**config.mk**
```make
export PLATFORM = sky130hd
export DESIGN_NAME = inst_sram_resp_flat
export DESIGN_NICKNAME = d
export VERILOG_FILES = /design/src/rtl/inst_sram_resp_pkg.sv /design/src/rtl/inst_sram_resp_if.sv /design/src/rtl/inst_sram_resp_sram_wait_cnt.sv /design/src/rtl/inst_sram_resp.sv /design/src/flat_wrapper.sv
export SDC_FILE = /design/constraint.sdc
export NUM_CORES = 1
export LEC_CHECK = 0
export CORE_ASPECT_RATIO = 0.9
export CORE_UTILIZATION = 50
export DETAILED_ROUTE_END_ITERATION = 16
export HOLD_SLACK_MARGIN = 0.06
export PLACE_DENSITY_LB_ADDON = 0.15
export REMOVE_ABC_BUFFERS = 1
export SYNTH_ARGS = -nofsm -noshare
export SYNTH_HDL_FRONTEND = slang
export SYNTH_SLANG_ARGS = --single-unit
```
**constraint.sdc**
```tcl
create_clock -name clk -period 9.3 [get_ports clk]
set_input_delay 1.86 -clock clk [delete_from_list [all_inputs] [get_ports clk]]
set_output_delay 1.86 -clock clk [all_outputs]
set_load 0.02 [all_outputs]
```
**src/rtl/inst_sram_resp_pkg.sv**
```systemverilog
// Shared constants and state encoding for the instruction SRAM responder.
package inst_sram_resp_pkg;

  localparam int unsigned REG_BUS_W       = 32;
  localparam int unsigned INST_ADDR_BUS_W = 32;
  localparam int unsigned CNT_W           = 4;

  localparam logic CHIP_ENABLE  = 1'b1;
  localparam logic CHIP_DISABLE = 1'b0;
  localparam logic RST_ENABLE   = 1'b1;

  typedef enum logic {
    ST_IDLE   = 1'b0,
    ST_ACCESS = 1'b1
  } state_t;

endpackage

```
**src/rtl/inst_sram_resp_if.sv**
```systemverilog
// Fetch-side and SRAM-side signals of the instruction responder.
interface inst_sram_resp_if
  import inst_sram_resp_pkg::*;
#(
  parameter int unsigned ADDR_W = 20
) ();

  logic                       ce_i;
  logic [INST_ADDR_BUS_W-1:0] addr_i;
  logic                       flush_i;
  logic [REG_BUS_W-1:0]       inst_o;
  logic                       stallreq_o;
  logic [ADDR_W-1:0]          sram_addr_o;
  logic                       sram_ce_n_o;
  logic                       sram_oe_n_o;
  logic [REG_BUS_W-1:0]       sram_data_i;

  // Responder side
  modport slave (
    input  ce_i, addr_i, flush_i, sram_data_i,
    output inst_o, stallreq_o, sram_addr_o, sram_ce_n_o, sram_oe_n_o
  );

  // Fetch stage / SRAM model side
  modport master (
    output ce_i, addr_i, flush_i, sram_data_i,
    input  inst_o, stallreq_o, sram_addr_o, sram_ce_n_o, sram_oe_n_o
  );

endinterface

```
**src/rtl/inst_sram_resp_sram_wait_cnt.sv**
```systemverilog
// Loadable down-counter that paces SRAM wait states; flags zero.
module inst_sram_resp_sram_wait_cnt
  import inst_sram_resp_pkg::*;
(
  input  logic             clk,
  input  logic             rst,
  input  logic             i_load,
  input  logic [CNT_W-1:0] i_load_val,
  input  logic             i_dec,
  output logic             o_zero_c
);

  logic [CNT_W-1:0] r_cnt;

  // Load takes priority over decrement; decrement saturates at zero.
  always_ff @(posedge clk or posedge rst) begin
    if (rst) begin
      r_cnt <= '0;
    end else if (i_load) begin
      r_cnt <= i_load_val;
    end else if (i_dec && (r_cnt != '0)) begin
      r_cnt <= r_cnt - CNT_W'(1);
    end
  end

  assign o_zero_c = (r_cnt == '0);

endmodule

```
**src/rtl/inst_sram_resp.sv**
```systemverilog
// Instruction-side SRAM responder: one-entry word buffer in front of an
// asynchronous SRAM with WAIT_CYCLES extra read cycles.
module inst_sram_resp
  import inst_sram_resp_pkg::*;
#(
  parameter int unsigned WAIT_CYCLES = 2,
  parameter int unsigned ADDR_W      = 20
) (
  input  logic             clk,
  input  logic             rst,
  inst_sram_resp_if.slave  bus
);

  state_t               r_state;
  state_t               w_state_nxt;
  logic [ADDR_W-1:0]    r_req_addr;
  logic [ADDR_W-1:0]    w_req_addr_nxt;
  logic [ADDR_W-1:0]    r_buf_addr;
  logic [ADDR_W-1:0]    w_buf_addr_nxt;
  logic                 r_buf_valid;
  logic                 w_buf_valid_nxt;
  logic [REG_BUS_W-1:0] r_inst_buf;
  logic [REG_BUS_W-1:0] w_inst_buf_nxt;
  logic                 r_sram_ce_n;
  logic                 w_sram_ce_n_nxt;
  logic                 r_sram_oe_n;
  logic                 w_sram_oe_n_nxt;
  logic [ADDR_W-1:0]    r_sram_addr;
  logic [ADDR_W-1:0]    w_sram_addr_nxt;

  logic                 w_cnt_load;
  logic                 w_cnt_dec;
  logic                 w_cnt_zero;

  logic [ADDR_W-1:0]    w_waddr;
  logic                 w_ce;
  logic                 w_hit;
  logic                 w_miss;

  assign w_waddr = bus.addr_i[ADDR_W+1:2];
  assign w_ce    = (bus.ce_i == CHIP_ENABLE);
  assign w_hit   = r_buf_valid && (r_buf_addr == w_waddr);
  assign w_miss  = w_ce && !w_hit && !bus.flush_i;

  // Buffered word is returned with zero latency on a hit.
  assign bus.inst_o      = (w_ce && w_hit) ? r_inst_buf : '0;
  assign bus.stallreq_o  = w_miss && (rst != RST_ENABLE);
  assign bus.sram_addr_o = r_sram_addr;
  assign bus.sram_ce_n_o = r_sram_ce_n;
  assign bus.sram_oe_n_o = r_sram_oe_n;

  inst_sram_resp_sram_wait_cnt u_wait_cnt (
    .clk        (clk),
    .rst        (rst),
    .i_load     (w_cnt_load),
    .i_load_val (CNT_W'(WAIT_CYCLES)),
    .i_dec      (w_cnt_dec),
    .o_zero_c   (w_cnt_zero)
  );

  // State, buffer and registered SRAM pins.
  always_ff @(posedge clk or posedge rst) begin
    if (rst) begin
      r_state     <= ST_IDLE;
      r_req_addr  <= '0;
      r_buf_addr  <= '0;
      r_buf_valid <= 1'b0;
      r_inst_buf  <= '0;
      r_sram_ce_n <= 1'b1;
      r_sram_oe_n <= 1'b1;
      r_sram_addr <= '0;
    end else begin
      r_state     <= w_state_nxt;
      r_req_addr  <= w_req_addr_nxt;
      r_buf_addr  <= w_buf_addr_nxt;
      r_buf_valid <= w_buf_valid_nxt;
      r_inst_buf  <= w_inst_buf_nxt;
      r_sram_ce_n <= w_sram_ce_n_nxt;
      r_sram_oe_n <= w_sram_oe_n_nxt;
      r_sram_addr <= w_sram_addr_nxt;
    end
  end

  // Next-state, capture and SRAM pin decode; pins follow the next state so
  // they come straight from flops.
  always_comb begin
    w_state_nxt     = r_state;
    w_req_addr_nxt  = r_req_addr;
    w_buf_addr_nxt  = r_buf_addr;
    w_buf_valid_nxt = r_buf_valid;
    w_inst_buf_nxt  = r_inst_buf;
    w_cnt_load      = 1'b0;
    w_cnt_dec       = 1'b0;
    w_sram_ce_n_nxt = 1'b1;
    w_sram_oe_n_nxt = 1'b1;
    w_sram_addr_nxt = '0;

    case (r_state)
      ST_IDLE: begin
        if (w_miss) begin
          w_state_nxt    = ST_ACCESS;
          w_req_addr_nxt = w_waddr;
          w_cnt_load     = 1'b1;
        end
      end
      ST_ACCESS: begin
        if (bus.flush_i || !w_ce) begin
          w_state_nxt = ST_IDLE;
        end else if (!w_cnt_zero) begin
          w_cnt_dec = 1'b1;
        end else begin
          w_inst_buf_nxt  = bus.sram_data_i;
          w_buf_addr_nxt  = r_req_addr;
          w_buf_valid_nxt = 1'b1;
          w_state_nxt     = ST_IDLE;
        end
      end
      default: begin
        w_state_nxt = ST_IDLE;
      end
    endcase

    if (w_state_nxt == ST_ACCESS) begin
      w_sram_ce_n_nxt = 1'b0;
      w_sram_oe_n_nxt = 1'b0;
      w_sram_addr_nxt = w_req_addr_nxt;
    end
  end

endmodule

```
**src/flat_wrapper.sv**
```systemverilog
// flat-port wrapper written by rule: the top's interface ports become plain ports
module inst_sram_resp_flat import inst_sram_resp_pkg::*;
#(
  parameter int unsigned WAIT_CYCLES = 2,
  parameter int unsigned ADDR_W      = 20
)
  (clk, rst, bus_ce_i, bus_addr_i, bus_flush_i, bus_sram_data_i, bus_inst_o, bus_stallreq_o, bus_sram_addr_o, bus_sram_ce_n_o, bus_sram_oe_n_o);
  inst_sram_resp_if #(.ADDR_W(ADDR_W)) bus_i ();
  input  logic clk;
  input  logic rst;
  input wire logic [$bits(bus_i.ce_i)-1:0] bus_ce_i;
  input wire logic [$bits(bus_i.addr_i)-1:0] bus_addr_i;
  input wire logic [$bits(bus_i.flush_i)-1:0] bus_flush_i;
  input wire logic [$bits(bus_i.sram_data_i)-1:0] bus_sram_data_i;
  output wire logic [$bits(bus_i.inst_o)-1:0] bus_inst_o;
  output wire logic [$bits(bus_i.stallreq_o)-1:0] bus_stallreq_o;
  output wire logic [$bits(bus_i.sram_addr_o)-1:0] bus_sram_addr_o;
  output wire logic [$bits(bus_i.sram_ce_n_o)-1:0] bus_sram_ce_n_o;
  output wire logic [$bits(bus_i.sram_oe_n_o)-1:0] bus_sram_oe_n_o;
  assign bus_i.ce_i = bus_ce_i;
  assign bus_i.addr_i = bus_addr_i;
  assign bus_i.flush_i = bus_flush_i;
  assign bus_i.sram_data_i = bus_sram_data_i;
  assign bus_inst_o = bus_i.inst_o;
  assign bus_stallreq_o = bus_i.stallreq_o;
  assign bus_sram_addr_o = bus_i.sram_addr_o;
  assign bus_sram_ce_n_o = bus_i.sram_ce_n_o;
  assign bus_sram_oe_n_o = bus_i.sram_oe_n_o;
  inst_sram_resp #(.WAIT_CYCLES(WAIT_CYCLES), .ADDR_W(ADDR_W)) u_core (.clk(clk), .rst(rst), .bus(bus_i));
endmodule
```
==> metrics <==
unrepaired setup endpoints after global routing=false; share of flip-flops with an asynchronous set or reset=100%; final hold slack=0.483 ns; initial cell density of the core=between 50 and 60%; area share of the largest cell type after synthesis=57.0%; worst endpoint required time=7.44 ns; largest cells by area after synthesis=sky130_fd_sc_hd__dfrtp_1, sky130_fd_sc_hd__mux2_2, sky130_fd_sc_hd__and2_1; data arrival at the endpoint of the critical path=between 4 and 5 ns; critical-path maximum fanout=32; wire length of the first global-routing pass=14.7 mm; share of post-route cells with drive strength above 1=17.0%; Residual DRC=0; total negative slack=0 ns; detail-routed via count per cell=5.17; area after detailed placement=between 5000 and 6000 um2; critical path start-end classification=primary input to primary output; instance count of the mapped netlist=321; clk_lat worst skew=0.35 ns; pin count of the biggest net entering global routing=56; maximum vdd drop=89.4 uV; number of cells upsized or downsized after cts=0; CTS Hold Buffers Added=0; leakage power summed over all cells=2.51 nW; antenna viol nets, final=0; biggest area consumer among synthesized cells=sky130_fd_sc_hd__dfrtp_1; Synth Area in XOR/XNOR=4.68%; First DRT Iteration DRCs=148; number of cells on the worst reg-to-reg path=6; horizontal die dimension=99.8 um; dominant combinational cell family by area after synthesis=multiplexers; number of warnings printed during yosys synthesis=0; Mean Syn Cell Area=13.4 um2; number of instances in the placed design=between 500 and 600; total power per unit cell area=186 nW/um2; most common cell in the netlist=sky130_fd_sc_hd__dfrtp_1; vias post-DR=around 2.8k; CTS Root Buffer Type=sky130_fd_sc_hd__clkbuf_8; count of endpoints failing hold in the final timing report=0; maximum achievable frequency=0.150 GHz; Distinct cells, synth=31; placed wire-length estimate=5.83 mm; Overflow after GRT=0; simple-gate area share of the yosys netlist=11.7%; min Tclk post-route=6.67 ns; global-route usage over all layers=21.0%; DRT Wirelength=9.01 mm; post-CTS repair timing setup buffer count=0; non-filler cells, final=545; Finished Cell Area=5670 um2; count of antenna diodes in the layout=0; die footprint=approximately 9000 um2; Critical Path End Type=primary output; row count=31; Reg clk slew, reported paths=0.09 ns; antenna violations before repair=0; number of endpoints failing setup at the final stage=0; critical path startpoint category=primary input; number of enable flip-flop cells after synthesis=0; Power, Total=0.00106 W; Layout Nets=495; Max clock buf depth=2; Max Cap Viol=0; routed wire length per instance=16.5 um; status=finished, final reports clean; I/O pins=123; transition time at the pin with the least slew margin=1.25 ns; mux cell area share after synthesis=13.6%; Mapped Area=~4300 um2; via count of the first global-routing pass=~2.9k; RePlAce Congestion=0.724; path type of the worst min-delay path=flop to flop; Synth-to-Final Area Change=31.6%; worst hold path cell count=1; TritonCTS clock tree=built; post-synthesis sequential element count=just under 100; number of clock sinks=between 90 and 100; relative slew slack=16.5%; main flop type after synthesis=sky130_fd_sc_hd__dfrtp_1; IO buf count=110; Synth Area in Compound Gates=9.10%; Max Transition Viols Final=0; most instantiated cells after synthesis=sky130_fd_sc_hd__dfrtp_1, sky130_fd_sc_hd__mux2_2, sky130_fd_sc_hd__and2_1, sky130_fd_sc_hd__nor2b_1; core box area=around 8200 um2; CTS Buf Count=9; worst-case clock skew=about 0.0097 ns; Clock H-tree levels=3; Die Y=90.0 um; share of synthesized cell area in full adder, half adder and majority cells=0.581%; share of synthesized area occupied by flip-flops and latches=57.6%; Initial DRT Pass Iterations=4; share of the clock period used by the worst path=between 70 and 80%
==> worst paths after layout <==
check	startpoint	endpoint	slack (ns)
max in group asynchronous	rst	u_core.bus.sram_addr_o[3]	6.25
min in group asynchronous	rst	u_core.bus.sram_addr_o[9]	1.94
max	bus_addr_i[13]	bus_inst_o[28]	2.63
min reg2reg	u_core.r_inst_buf[7]	u_core.r_inst_buf[7]	0.48
max reg2reg	u_core.u_wait_cnt.r_cnt[0]	u_core.r_buf_addr[15]	6.72
min	u_core.r_inst_buf[7]	u_core.r_inst_buf[7]	0.48
==> critical path: stages <==
cell	delay, ns
sky130_fd_sc_hd__clkdlybuf4s50_1	0.53
sky130_fd_sc_hd__xnor2_1	0.15
sky130_fd_sc_hd__nand4_1	0.20
sky130_fd_sc_hd__nor4_4	0.39
sky130_fd_sc_hd__and3_1	0.81
sky130_fd_sc_hd__and2_1	0.23
sky130_fd_sc_hd__clkdlybuf4s50_1	0.63
==> routing by layer <==
layer	global-route usage [%]	up-vias	share of wire, %
met1	29.4	1380	48
li1	-	1336	-
met4	6.99	0	1.1
met3	4.51	8	5.2
met5	0	-	0
met2	32.8	91	46
==> layout by cell type, fill, tap and decap left out <==
master                            Yosys  routed
sky130_fd_sc_hd__or3b_2               1       1
sky130_fd_sc_hd__clkbuf_1             4       1
sky130_fd_sc_hd__nor2_1               6       6
sky130_fd_sc_hd__ha_1                 2       2
sky130_fd_sc_hd__nand2b_1             1       1
sky130_fd_sc_hd__a21boi_4             0       1
sky130_fd_sc_hd__dfstp_2              1       1
sky130_fd_sc_hd__and3_1               2       2
sky130_fd_sc_hd__a22o_1              20      20
sky130_fd_sc_hd__nor2_4               1       1
sky130_fd_sc_hd__nor3_1               2       2
sky130_fd_sc_hd__mux2_1               5       5
sky130_fd_sc_hd__xnor2_1             18      18
sky130_fd_sc_hd__nor4_4               1       1
sky130_fd_sc_hd__clkbuf_8             0      10
sky130_fd_sc_hd__inv_1                3       2
sky130_fd_sc_hd__nor4_2               1       1
sky130_fd_sc_hd__or2_1                2       2
sky130_fd_sc_hd__or2_2                1       1
sky130_fd_sc_hd__dfrtp_1             98      98
sky130_fd_sc_hd__mux2_2              47      47
sky130_fd_sc_hd__bufinv_16            0       1
sky130_fd_sc_hd__a221o_1             20      20
sky130_fd_sc_hd__and2_1              33      33
sky130_fd_sc_hd__a21oi_1              1       1
sky130_fd_sc_hd__nor2b_1             21      21
sky130_fd_sc_hd__buf_4                1       3
sky130_fd_sc_hd__xor2_1               5       5
sky130_fd_sc_hd__nand2_1              4       4
sky130_fd_sc_hd__inv_4                0       1
sky130_fd_sc_hd__clkdlybuf4s50_1      0     110
sky130_fd_sc_hd__clkinvlp_4           0       1
sky130_fd_sc_hd__clkinv_2             0       3
sky130_fd_sc_hd__nand4_1              4       4
==> final cells by class <==
| cell class | instances | area [um2] |
|---|---|---|
| clock buffers | 11 | 141 |
| clock inverters | 5 | 52.6 |
| fillers | 610 | 2520 |
| inverters | 3 | 13.8 |
| multi-input cells | 199 | 1710 |
| flip-flops and latches | 99 | 2480 |
| well taps | 115 | 144 |
| repair buffers | 113 | 1120 |
==> metrics by stage <==
stage / util (%) / setup WS (ns)
detailed placement: 66.9 / 2.62
CTS: 69.2 / 2.62
global placement: 66.9 / 2.64
floorplan: - / 4.17
global route: 69.2 / 2.37
finish: 69.2 / 2.63
==> flip-flops by register name (all words and copies together), names as in the netlist <==
| signal | cells |
|---|---|
| u_core.r_state | 1 |
| u_core.r_req_addr | 20 |
| u_core.bus.sram_oe_n_o | 1 |
| u_core.bus.sram_addr_o | 20 |
| u_core.r_buf_valid | 1 |
| u_core.r_inst_buf | 32 |
| u_core.r_buf_addr | 20 |
| u_core.u_wait_cnt.r_cnt | 4 |
==> power by group <==
| group | internal, W | switching (W) |
|---|---|---|
| Combinational | 0.000126 | 0.0000808 |
| Clock | 0.000131 | 0.000142 |
| Sequential | 0.000524 | 0.0000537 |
==> kinds of logic after synthesis <==
kind of cell,count (synthesis)
compound gates,42
xor+xnor,23
fa+ha+maj,2
buf+inv,23
flops,99
mux,52
simple gates,80
Note: power is estimated with default switching activity, not from simulation.
